File: src/rtl/cpu_types_pkg.sv
// cpu_types_pkg: shared CPU types -- RAM word and status, arbiter states and grant encodings
package cpu_types_pkg;
   typedef logic [31:0] word_t;
   typedef enum logic [1:0] {FREE, BUSY, ACCESS, ERROR} ramstate_t;
   localparam logic [1:0] GRANT_NONE = 2'b00;
   localparam logic [1:0] GRANT_I    = 2'b01;
   localparam logic [1:0] GRANT_D    = 2'b10;
   typedef enum logic [1:0] {IDLE = GRANT_NONE, IGRANT = GRANT_I, DGRANT = GRANT_D} arb_state_t;
endpackage

File: src/rtl/memory_arbiter.sv
// memory_arbiter: single-port RAM arbiter between instruction fetch and data access, data-first with starvation guard
//   CLK/RST                       clock, synchronous active-high reset
//   iREN/iaddr -> iload/iwait     instruction fetch port
//   dREN/dWEN/daddr/dstore -> dload/dwait   data port
//   ramREN/ramWEN/ramaddr/ramstore <- ramload/ramstate   RAM side
//   grant                         current owner (00 none, 01 instr, 10 data)
//   mem_err                       one-cycle pulse on RAM ERROR or read/write conflict
module memory_arbiter
   import cpu_types_pkg::*;
#(
   parameter int STARVE_LIMIT = 4
) (
   input  logic       CLK,
   input  logic       RST,
   input  logic       iREN,
   input  word_t      iaddr,
   output word_t      iload,
   output logic       iwait,
   input  logic       dREN,
   input  logic       dWEN,
   input  word_t      daddr,
   input  word_t      dstore,
   output word_t      dload,
   output logic       dwait,
   output logic       ramREN,
   output logic       ramWEN,
   output word_t      ramaddr,
   output word_t      ramstore,
   input  word_t      ramload,
   input  ramstate_t  ramstate,
   output logic [1:0] grant,
   output logic       mem_err
);
   localparam logic [2:0] LIMIT = 3'(STARVE_LIMIT);
   arb_state_t state, next;
   logic [2:0] starve_cnt;
   logic       dreq, done, fin;
   always_comb begin
      dreq = dREN | dWEN;
      done = ramstate == ACCESS;
      fin  = done | (ramstate == ERROR);
      next = IDLE;
      case (state)
         IDLE: begin
            if (dreq && !(iREN && starve_cnt == LIMIT)) next = DGRANT;
            else if (iREN) next = IGRANT;
         end
         IGRANT: if (!fin && iREN) next = IGRANT;
         DGRANT: if (!fin && dreq) next = DGRANT;
         default: next = IDLE;
      endcase
   end
   // RAM side is a pure function of the registered owner; requesters hold their operands
   always_comb begin
      ramREN   = 1'b0;
      ramWEN   = 1'b0;
      ramaddr  = '0;
      ramstore = '0;
      if (state == IGRANT) begin
         ramREN  = 1'b1;
         ramaddr = iaddr;
      end else if (state == DGRANT) begin
         ramREN   = dREN & ~dWEN;
         ramWEN   = dWEN;
         ramaddr  = daddr;
         ramstore = dstore;
      end
      iwait = iREN & ~(state == IGRANT && done);
      dwait = dreq & ~(state == DGRANT && done);
      iload = ramload;
      dload = ramload;
   end
   always_ff @(posedge CLK) begin
      if (RST) begin
         state      <= IDLE;
         grant      <= GRANT_NONE;
         starve_cnt <= '0;
         mem_err    <= 1'b0;
      end else begin
         state   <= next;
         grant   <= next;
         // conflict flagged only on the edge that takes the data grant
         mem_err <= (state != IDLE && ramstate == ERROR) ||
                    (state == IDLE && next == DGRANT && dREN && dWEN);
         if (!iREN || (state == IGRANT && done)) starve_cnt <= '0;
         else if (state == DGRANT && done && starve_cnt < LIMIT) starve_cnt <= starve_cnt + 3'd1;
      end
   end
endmodule

File: config.mk
export PLATFORM = sky130hd
export DESIGN_NAME = memory_arbiter
export DESIGN_NICKNAME = d
export VERILOG_FILES = /design/src/rtl/cpu_types_pkg.sv /design/src/rtl/memory_arbiter.sv
export SDC_FILE = /design/constraint.sdc
export NUM_CORES = 1
export LEC_CHECK = 0
export ABC_CLOCK_PERIOD_IN_PS = 1600
export BUFFER_PORTS_ARGS = -buffer_cell sky130_fd_sc_hd__buf_2
export CAP_MARGIN = 20
export CORE_AREA = 2 2 105 107
export CTS_CLUSTER_DIAMETER = 200
export DETAILED_ROUTE_END_ITERATION = 6
export DIE_AREA = 0 0 107 109
export HOLD_SLACK_MARGIN = 0.06
export PLACE_DENSITY = 0.52
export SYNTH_ARGS = -nofsm -noshare
export SYNTH_HDL_FRONTEND = slang
export SYNTH_SLANG_ARGS = --single-unit
File: constraint.sdc
create_clock -name CLK -period 1.6 [get_ports CLK]
set_input_delay 0.32 -clock CLK [delete_from_list [all_inputs] [get_ports CLK]]
set_output_delay 0.32 -clock CLK [all_outputs]
set_load 0.1 [all_outputs]
After elaboration in Yosys (flattened, before gate mapping)
Index checks and enable logic that the tools add are counted.
{"block": "classes", "addsub": 1, "order_cmp": 1, "eq_ne": 6, "mux": 13, "bitwise": 8, "reduce_logical": 19}
{"operator": "two-way mux 32 bit", "count": 4}
{"operator": "logical AND 1 bit", "count": 11}
{"operator": "== test 2 bit (second input constant)", "count": 4}
{"operator": "two-way mux 1 bit", "count": 6}
{"operator": "one-hot mux 2 bit (3 select lines)", "count": 1}
{"operator": "two-way mux 2 bit", "count": 2}
{"operator": "adder 3 x 1 -> 3 bit (second input constant)", "count": 1}
{"operator": "AND 1 bit", "count": 3}
{"operator": "== test 3 bit (second input constant)", "count": 1}
{"operator": "logical NOT 1 bit", "count": 3}
{"operator": "< comparator 3 bit (second input constant)", "count": 1}
{"operator": "inverter 1 bit", "count": 3}
{"operator": "== test 2 x 1 -> 1 bit (second input constant)", "count": 1}
{"operator": "logical NOT 2 bit", "count": 1}
{"operator": "logical OR 1 bit", "count": 2}
{"operator": "OR 1 bit", "count": 2}
{"operator": "nonzero test 2 bit", "count": 1}
{"operator": "OR reduction 2 bit", "count": 1}
{"block": "totals", "register_bits": 6, "input_bits": 135, "output_inout_bits": 135, "elab_cells": 51}

Longest topological paths before layout
Gate-level depths: netlist (run 1).
{"block": "depth", "ltp_word": 11, "ltp_mapped": 5, "ltp_nobuf": 5}

Least setup slack after synthesis (run 1)
OpenSTA, ideal clock, no wires.
{"block": "synth_timing", "path_type": "reg2out", "startpoint": "register state[1]", "endpoint": "output iwait", "arrival_time_ps": 2883, "required_time_ps": 1280, "slack_ps": -1603, "stages_incl_launch_ff": 5, "path_buffers": 2, "cell_sequence": "dfxtp_1 nor2b_1 buf_2 buf_2 a21boi_1"}
{"block": "synth_between", "elab_chain_cells": 4}
{"item": "start: declaration", "line_no": "memory_arbiter.sv:35", "source": "arb_state_t state, next;"}
{"item": "start signal: assignment", "line_no": "memory_arbiter.sv:80", "source": "state <= next;"}
{"item": "== test 2 x 1 -> 1 bit", "line_no": "memory_arbiter.sv:68", "source": "iwait = iREN & ~(state == IGRANT && done);"}
{"item": "logical AND 1 bit", "line_no": "memory_arbiter.sv:68"}
{"item": "inverter 1 bit", "line_no": "memory_arbiter.sv:68"}
{"item": "AND 1 bit", "line_no": "memory_arbiter.sv:68"}
{"item": "end: declaration", "line_no": "memory_arbiter.sv:18", "source": "output logic iwait,"}
No other way between the ends.

Worst setup path in the final report (run 1)
{"block": "layout_timing", "startpoint": "register state[1]", "endpoint": "output ramaddr[24]"}
{"block": "layout_between", "elab_chain_cells": 3, "elab_cells_between_ends": 4, "cone_classes": "eq/ne: 2; mux: 2"}
{"item": "== test 2 bit", "line_no": "memory_arbiter.sv:62", "source": "end else if (state == DGRANT) begin"}
{"item": "two-way mux 32 bit", "line_no": "memory_arbiter.sv:62"}
{"item": "two-way mux 32 bit (*)", "line_no": "memory_arbiter.sv:59", "source": "if (state == IGRANT) begin"}
{"item": "end: declaration", "line_no": "memory_arbiter.sv:27", "source": "output word_t ramaddr,"}
Mark *: on every way between the ends. The rest lies on a longest branch, timed or not.

==> results of run 1 <==
[state kept, by name, indices dropped and copies added (netlist names)]
name	cells
state	2
mem_err	1
starve_cnt	3
[critical path, delay by kind of cell, from the launching register on]
kind | cells | cell delay, ns
flops | 1 | 0.35
simple gates | 1 | 0.13
buf+inv | 3 | 0.45
compound gates | 1 | 0.26
[logic make-up (layout without fill, tap and decap cells)]
kind of cell | after synthesis | in the layout | share of synthesized area, %
buffers and inverters | 79 | 196 | 41.01
AND/OR/NAND/NOR | 50 | 50 | 22.76
AO/OA/AOI/OAI | 44 | 44 | 25.75
flip-flops | 6 | 6 | 8.672
adder cells (fa/ha/maj) | 2 | 2 | 1.806
[cell usage after synthesis, drive strengths merged]
library cell  instances  area share (%)
a22o                 32              20
dfxtp                 6             8.7
a21o                  1            0.54
and4bb                1            0.90
ha                    2             1.8
nand4                 1            0.45
nand2b                1            0.45
nand3                 1            0.36
or3                   1            0.45
nand4bb               1            0.81
a21oi                 4             1.4
nand2                 1            0.27
o211ai                1            0.54
nor2                  4             1.1
o21ai                 3             1.1
inv                   3            0.81
nor3b                 1            0.54
buf                  76              40
nand3b                1            0.54
a2111oi               1            0.72
nor4                  1            0.45
a31o                  1            0.63
a21boi                1            0.54
and2                 33              15
nor2b                 3             1.5
[stage by stage]
stage          hold slack, ns  instances  instance area (um^2)
6_report               0.2929        438                  3593
5_1_grt                0.2953        438                  3593
4_1_cts                0.2898        428                  3411
3_5_place_dp           0.4920        423                  3358
3_3_place_gp           0.4849        423                  3358
2_1_floorplan          0.3888        181                  1772
[area by class of cell]
| type | instances | area (um^2) | share of cell area (%) |
|---|---|---|---|
| Clock buffer | 4 | 45.04 | 1.253 |
| Inverter | 3 | 11.26 | 0.3134 |
| Multi-Input combinational cell | 96 | 1100 | 30.61 |
| Sequential cell | 6 | 127.6 | 3.552 |
| Tap cell | 140 | 175.2 | 4.875 |
| Timing Repair Buffer | 189 | 2135 | 59.40 |
[routing by layer]
metal,vias to the layer above,part of all wire [%],GRT usage [%]
li1,796,-,-
met1,774,36,12.57
met2,108,53,21.34
met3,14,10,4.662
met4,2,1.3,2.876
met5,-,0.16,0
[power groups by stage]
stage	combinational [uW]	clock, uW	sequential, uW
after floorplan	1860	0	193
after global placement	1840	0	161
after detailed placement	1850	0	162
after CTS	1860	256	159
after global routing	1980	270	160
final	1920	250	159
[worst max path at each step]
stage | endpoint | start
after floorplan | iwait | state[0]
after global placement | ramaddr[31] | state[1]
after detailed placement | ramaddr[31] | state[0]
after CTS | ramaddr[31] | state[0]
after global routing | ramaddr[31] | state[1]
final | ramaddr[24] | state[1]
[repair_timing]
action                                  CTS  global route
pin swaps                                 7            28
endpoints found under the setup margin   68            68
gates cloned                              0             6
buffers inserted                          1             4
resized for setup                         0             8
endpoints found under the hold margin     0             0
==> flow_summary.ini, run 1 <==
[floorplan]
ioPinCount = 270
initial_core_util_pct = 13.06
die_x_um = 107
dieHeight_um = 109
coreArea_um2 = 10600
num_rows = 38
dieArea_um2 = 11660

[clock_network]
cts_tree = built
cts_hold_buf = 0
worst_skew_pair.late_latency_ns = 0.23
cts_made_buffers = 3
root_buffer = clkbuf_8
h-tree-depth = 1
clockBufferDepth = 2
cts_sinks = 6
path_clk_slew_ns = 0.04

[pwr]
p_sw_share_pct = 53.18
power.switching_uw = 1241
p_comb_share_pct = 82.5
p_seq_share_pct = 6.8
clkPwrFrac_pct = 10.7
intPower_uw = 1092
peakVddDrop_mv = 0.2991
p_per_area_nw_per_um2 = 649.2
power_uw = 2333
p_leak_uw = 0.001709

[synth]
synth_nets = 318
ys_seq_area_share_pct = 8.672
syn_inst = 181
ys_seq_elements = 6
syn_avg_cell_area_um2 = 7.652
ys_warn_count = 0
synth.distinct_cells = 29
netlist_area_um2 = 1385

[finish]
final_common_cell = buf_2
fillers = 1052
final_nets = 436
n_antenna_cell = 0
layout_common_cells = buf_2, buf_12, and2_4
final_core_util_pct = 33.89
syn_to_final_growth_pct = 159.4
drive_above_1_share_pct = 88.93

[worst_setup_path]
rr_endpoint = starve_cnt[2]
reg2reg_depth = 6
max_stage_delay_ns = 0.35
crit_chain = nor2b_4, buf_6, clkbuf_16, a22o_4, buf_12
cp_max_fo = 5
worstSetupStartpointType = register
crit_type = register to primary output
critPathRequiredTime_ns = 1.28
timing.rr.start = state[1]
end_kind = primary output
cp_slowest_cell = dfxtp_4
r2r_setup_slack_ns = 0.31
arrival_ns = 1.44

[grt]
grt_pass1_vias = 1702
grt_usage_pct = 11.66
grt_overflow = 0
grt_antenna_before_repair = 1
grt_pass1_wl_um = 10340
grt_max_degree = 35

[timing]
clock-skew-final_ns = 0.005579
setup_viol = 68
fin_tns_setup_ns = -7.711
slew_violations = 0
fin_ws_ns = -0.1554
fmax_ghz = 0.5697
worst_slew_pin_slew_ns = 0.5056
layout_min_cycle_time_ns = 1.755
rsz0062_at_grt = true
finalHoldViolations = 0
fin_crit_sh_pct = 109.7
slew_headroom_pct = 66.53

[run_status]
status = finished with violations
violations = negative setup slack

[drt]
vias = 1694
final_antenna_net_count = 0
routed_via_density = 3.868
drc_errors = 0
wl_per_cell_um = 17.42
drt-pass1-iter-count = 4
drt_iter0_drc = 34
wl_um = 7628

[placed_design]
dpl.hpwl_um = 6182
place.gp.congestion = 0.7686
pre_cts_ws_ns = 0.1068
port_buffers = 173

[hold_path]
worst_hold_path_type = input port to register
min_from = RST
hold_path_end = mem_err
hold_depth = 2

[flow_run]
cap_violations = 0
(Power assumes the default switching activity.)
==> run 2, diff against run 1 <==
- SKIP_CTS_REPAIR_TIMING: not set -> 1
==> run 2 against run 1 <==
Compared with the run above:
- the flow still finishes with violations (negative setup slack)
- highest routed layer unchanged
- design area is 3.1% higher
- non-clock buffer count is 7 higher
- first-iteration DRC count stayed put
==> flow_summary.ini, run 2 (same netlist as run 1, synthesis figures left out) <==
[run_status]
status = finished with violations
violations = negative setup slack

[worst_setup_path]
worstSetupStartpointType = register
critPathRequiredTime_ns = 1.28
cp_max_fo = 8
end_kind = primary output
arrival_ns = 1.43
crit_type = register to primary output

[clock_network]
cts_made_buffers = 3
path_clk_slew_ns = 0.04
cts_sinks = 6
h-tree-depth = 1
clockBufferDepth = 2
worst_skew_pair.late_latency_ns = 0.23
cts_tree = built
root_buffer = clkbuf_8

[timing]
slew_violations = 0
fin_crit_sh_pct = 109.4
rsz0062_at_grt = true
fmax_ghz = 0.5714
slew_headroom_pct = 66.68
fin_hold_ws_ns = 0.2957
layout_min_cycle_time_ns = 1.750
finalHoldViolations = 0
worst_slew_pin_slew_ns = 0.5032
fin_ws_ns = -0.1501
clock-skew-final_ns = 0.005061
setup_viol = 68
fin_tns_setup_ns = -7.921

[drt]
routed_via_density = 3.888
wl_per_cell_um = 18.01
vias = 1730
drc_errors = 0
final_antenna_net_count = 0
drt-pass1-iter-count = 4
drt_iter0_drc = 34
wl_um = 8014

[grt]
grt_overflow = 0
grt_pass1_wl_um = 10320
grt_antenna_before_repair = 1
grt_pass1_vias = 1693
grt_usage_pct = 11.64
grt_max_degree = 35

[floorplan]
die_x_um = 107
initial_core_util_pct = 13.06
dieHeight_um = 109
ioPinCount = 270
num_rows = 38
coreArea_um2 = 10600
dieArea_um2 = 11660

[finish]
layout_common_cells = buf_2, buf_12, and2_4
final_common_cell = buf_2
n_antenna_cell = 0
reg_top3 = starve_cnt x3, state x2, mem_err x1
syn_to_final_growth_pct = 167.5
drive_above_1_share_pct = 89.18
top_register = starve_cnt
largest_reg_flops = 3
final_nets = 443
final_cell_count_no_fill = 445
fillers = 1047

[placed_design]
placed_cells = 423
dpl.hpwl_um = 6182
place.gp.congestion = 0.7686
pre_cts_ws_ns = 0.1068
port_buffers = 173

[pwr]
peakVddDrop_mv = 0.3191
p_seq_share_pct = 6.8
p_comb_share_pct = 82.7
power.switching_uw = 1244
p_leak_uw = 0.001762
p_sw_share_pct = 52.98
power_uw = 2347
intPower_uw = 1104
p_per_area_nw_per_um2 = 633.6
clkPwrFrac_pct = 10.5

[flow_run]
cap_violations = 0

[hold_path]
worst_hold_path_type = input port to register
[run 2: power by group through the flow]
stage | clock (uW) | sequential (uW) | combinational, uW
after floorplan | 0 | 193 | 1860
after global placement | 0 | 161 | 1840
after detailed placement | 0 | 162 | 1850
after CTS | 256 | 159 | 1860
after global routing | 270 | 160 | 2000
final | 247 | 159 | 1940
[run 2: routing by layer]
layer,up-vias,global-route usage [%],routed length (um)
met5,-,0,12
met4,2,2.876,70
met3,11,4.662,752
met2,108,21.11,4188
met1,796,12.67,2990
li1,813,-,-
[run 2: worst max-delay path, stage by stage (launching register included)]
cell and delay (ns):
dfxtp_4 0.36, nor2b_4 0.14, buf_12 0.14, clkbuf_16 0.16, a22o_4 0.22, buf_12 0.16
[run 2: per-stage QoR]
step | util (%) | cell area (um^2)
finish | 34.94 | 3705
global route | 34.94 | 3705
CTS | 32.10 | 3403
detailed placement | 31.67 | 3358
global placement | 31.67 | 3358
floorplan | - | 1772
[run 2: path summary, 6_finish.rpt]
path              depth (start not counted)           from  slack [ns]            end
setup / recovery                          5       state[0]       -0.15    ramaddr[23]
hold / removal                            2            RST        0.30        mem_err
setup reg to reg                          5       state[0]        0.21  starve_cnt[0]
hold reg to reg                           2  starve_cnt[1]        0.50  starve_cnt[1]
[run 2: layout make-up]
cell class / count / area (um^2) / area share, %
flip-flops and latches: 6 / 127.6 / 3.445
inverters: 3 / 11.26 / 0.3040
multi-input cells: 96 / 1100 / 29.69
repair buffers: 196 / 2246 / 60.62
well taps: 140 / 175.2 / 4.728
clock buffers: 4 / 45.04 / 1.216
==> run 3, diff against run 2 <==
- PLACE_DENSITY: 0.52 -> 0.58
==> run 3 against run 2 <==
Compared with the run above:
- the flow still finishes with violations (negative setup slack)
- power decreased by 0.22%
- critical path depth unchanged
- via count decreased by 0.40%
- worst hold slack got worse by 0.013 ns
- sequential power about the same
- final cell count decreased by 0.90%
- die area unchanged
- fmax decreased by 1.9%
- design area decreased by 0.95%
- critical endpoint is now ramaddr[13]
- highest routed layer is now met4
==> flow_summary.ini, run 3 (same netlist as run 1, synthesis figures left out) <==
[floorplan]
initial_core_util_pct = 13.06
coreArea_um2 = 10600
dieHeight_um = 109
dieArea_um2 = 11660
num_rows = 38
ioPinCount = 270
die_x_um = 107

[finish]
fillers = 1054
stdcell_area_um2 = 3670
syn_to_final_growth_pct = 165.0
reg_top3 = starve_cnt x3, state x2, mem_err x1
top_register = starve_cnt
seqCellArea_um2 = 127.6
multi_input_area_um2 = 1100
layout_common_cells = buf_2, buf_12, and2_4
final_nets = 439
drive_above_1_share_pct = 89.04
final_common_cell = buf_2
largest_reg_flops = 3
n_antenna_cell = 0

[timing]
fin_ws_ns = -0.1842
fin_hold_ws_ns = 0.2830
fin_crit_sh_pct = 111.5
worst_slew_pin_slew_ns = 0.4833
fin_tns_setup_ns = -7.992
setup_viol = 55
finalHoldViolations = 0
layout_min_cycle_time_ns = 1.784
fmax_ghz = 0.5605
clock-skew-final_ns = 0.005458
slew_headroom_pct = 68.00
slew_violations = 0
rsz0062_at_grt = true

[grt]
grt_max_degree = 55
grt_pass1_vias = 1729
grt_antenna_before_repair = 0
grt_overflow = 0
grt_usage_pct = 11.37
grt_pass1_wl_um = 10180

[pwr]
power_uw = 2342
intPower_uw = 1097
p_comb_share_pct = 82.8
peakVddDrop_mv = 0.4391
p_seq_share_pct = 6.8
p_leak_uw = 0.001741
p_sw_share_pct = 53.19
clkPwrFrac_pct = 10.4
power.switching_uw = 1246
p_per_area_nw_per_um2 = 638.3

[drt]
drc_errors = 0
routed_via_density = 3.907
wl_per_cell_um = 18.22
drt_iter0_drc = 63
wl_um = 8034
final_antenna_net_count = 0
drt-pass1-iter-count = 4
vias = 1723

[worst_setup_path]
crit_type = register to primary output
crit_family = buffers and inverters
critPathRequiredTime_ns = 1.28
worstSetupStartpointType = register
crit_top_cell = buf_12
crit_chain = nor2b_4, buf_12, clkbuf_16, a22o_4, buf_12
cp_max_fo = 7
arrival_ns = 1.46
cp_slowest_cell = dfxtp_4
end_kind = primary output
max_stage_delay_ns = 0.35
path_buf_inv = 3

[run_status]
violations = negative setup slack
status = finished with violations

[clock_network]
cts_tree = built
path_clk_slew_ns = 0.04
clockBufferDepth = 2
cts_sinks = 6
cts_made_buffers = 3
worst_skew_pair.late_latency_ns = 0.23
root_buffer = clkbuf_8
h-tree-depth = 1

[placed_design]
dpl.hpwl_um = 6311
port_buffers = 173
place.gp.congestion = 0.6880
placed_area_um2 = 3361
pre_cts_ws_ns = 0.06671

[flow_run]
cap_violations = 0

[hold_path]
worst_hold_path_type = input port to register
-- run 3: cell type report --
class / instances / area share (%)
well taps: 140 / 4.773
multi-input cells: 96 / 29.97
repair buffers: 192 / 60.25
clock buffers: 4 / 1.227
inverters: 3 / 0.3069
flip-flops and latches: 6 / 3.478
-- run 3: power groups by stage --
stage                     clock network [uW]  registers [uW]  logic [uW]
after floorplan                            0             193        1860
after global placement                     0             161        1850
after detailed placement                   0             161        1860
after CTS                                250             159        1860
after global routing                     267             159        2000
final                                    243             159        1940
-- run 3: worst paths after layout --
kind,start,endpoint,slack [ns],depth (start not counted)
worst max-delay path,state[1],ramaddr[13],-0.18,5
worst min register to register,starve_cnt[1],starve_cnt[1],0.50,2
worst max register to register,starve_cnt[0],state[0],0.30,5
worst min-delay path,RST,mem_err,0.28,2
-- run 3: metal layers --
layer,global-route usage (%),up-vias,wire (um)
met5,0,-,0
met4,2.226,0,88
met3,2.869,10,598
met2,21.70,99,4357
met1,12.78,813,2989
li1,-,801,-
-- run 3: through the flow --
stage          utilization [%]  std cells
2_1_floorplan                -        181
5_1_grt                  34.61        441
3_3_place_gp             31.70        425
3_5_place_dp             31.70        425
4_1_cts                  32.12        429
6_report                 34.61        441
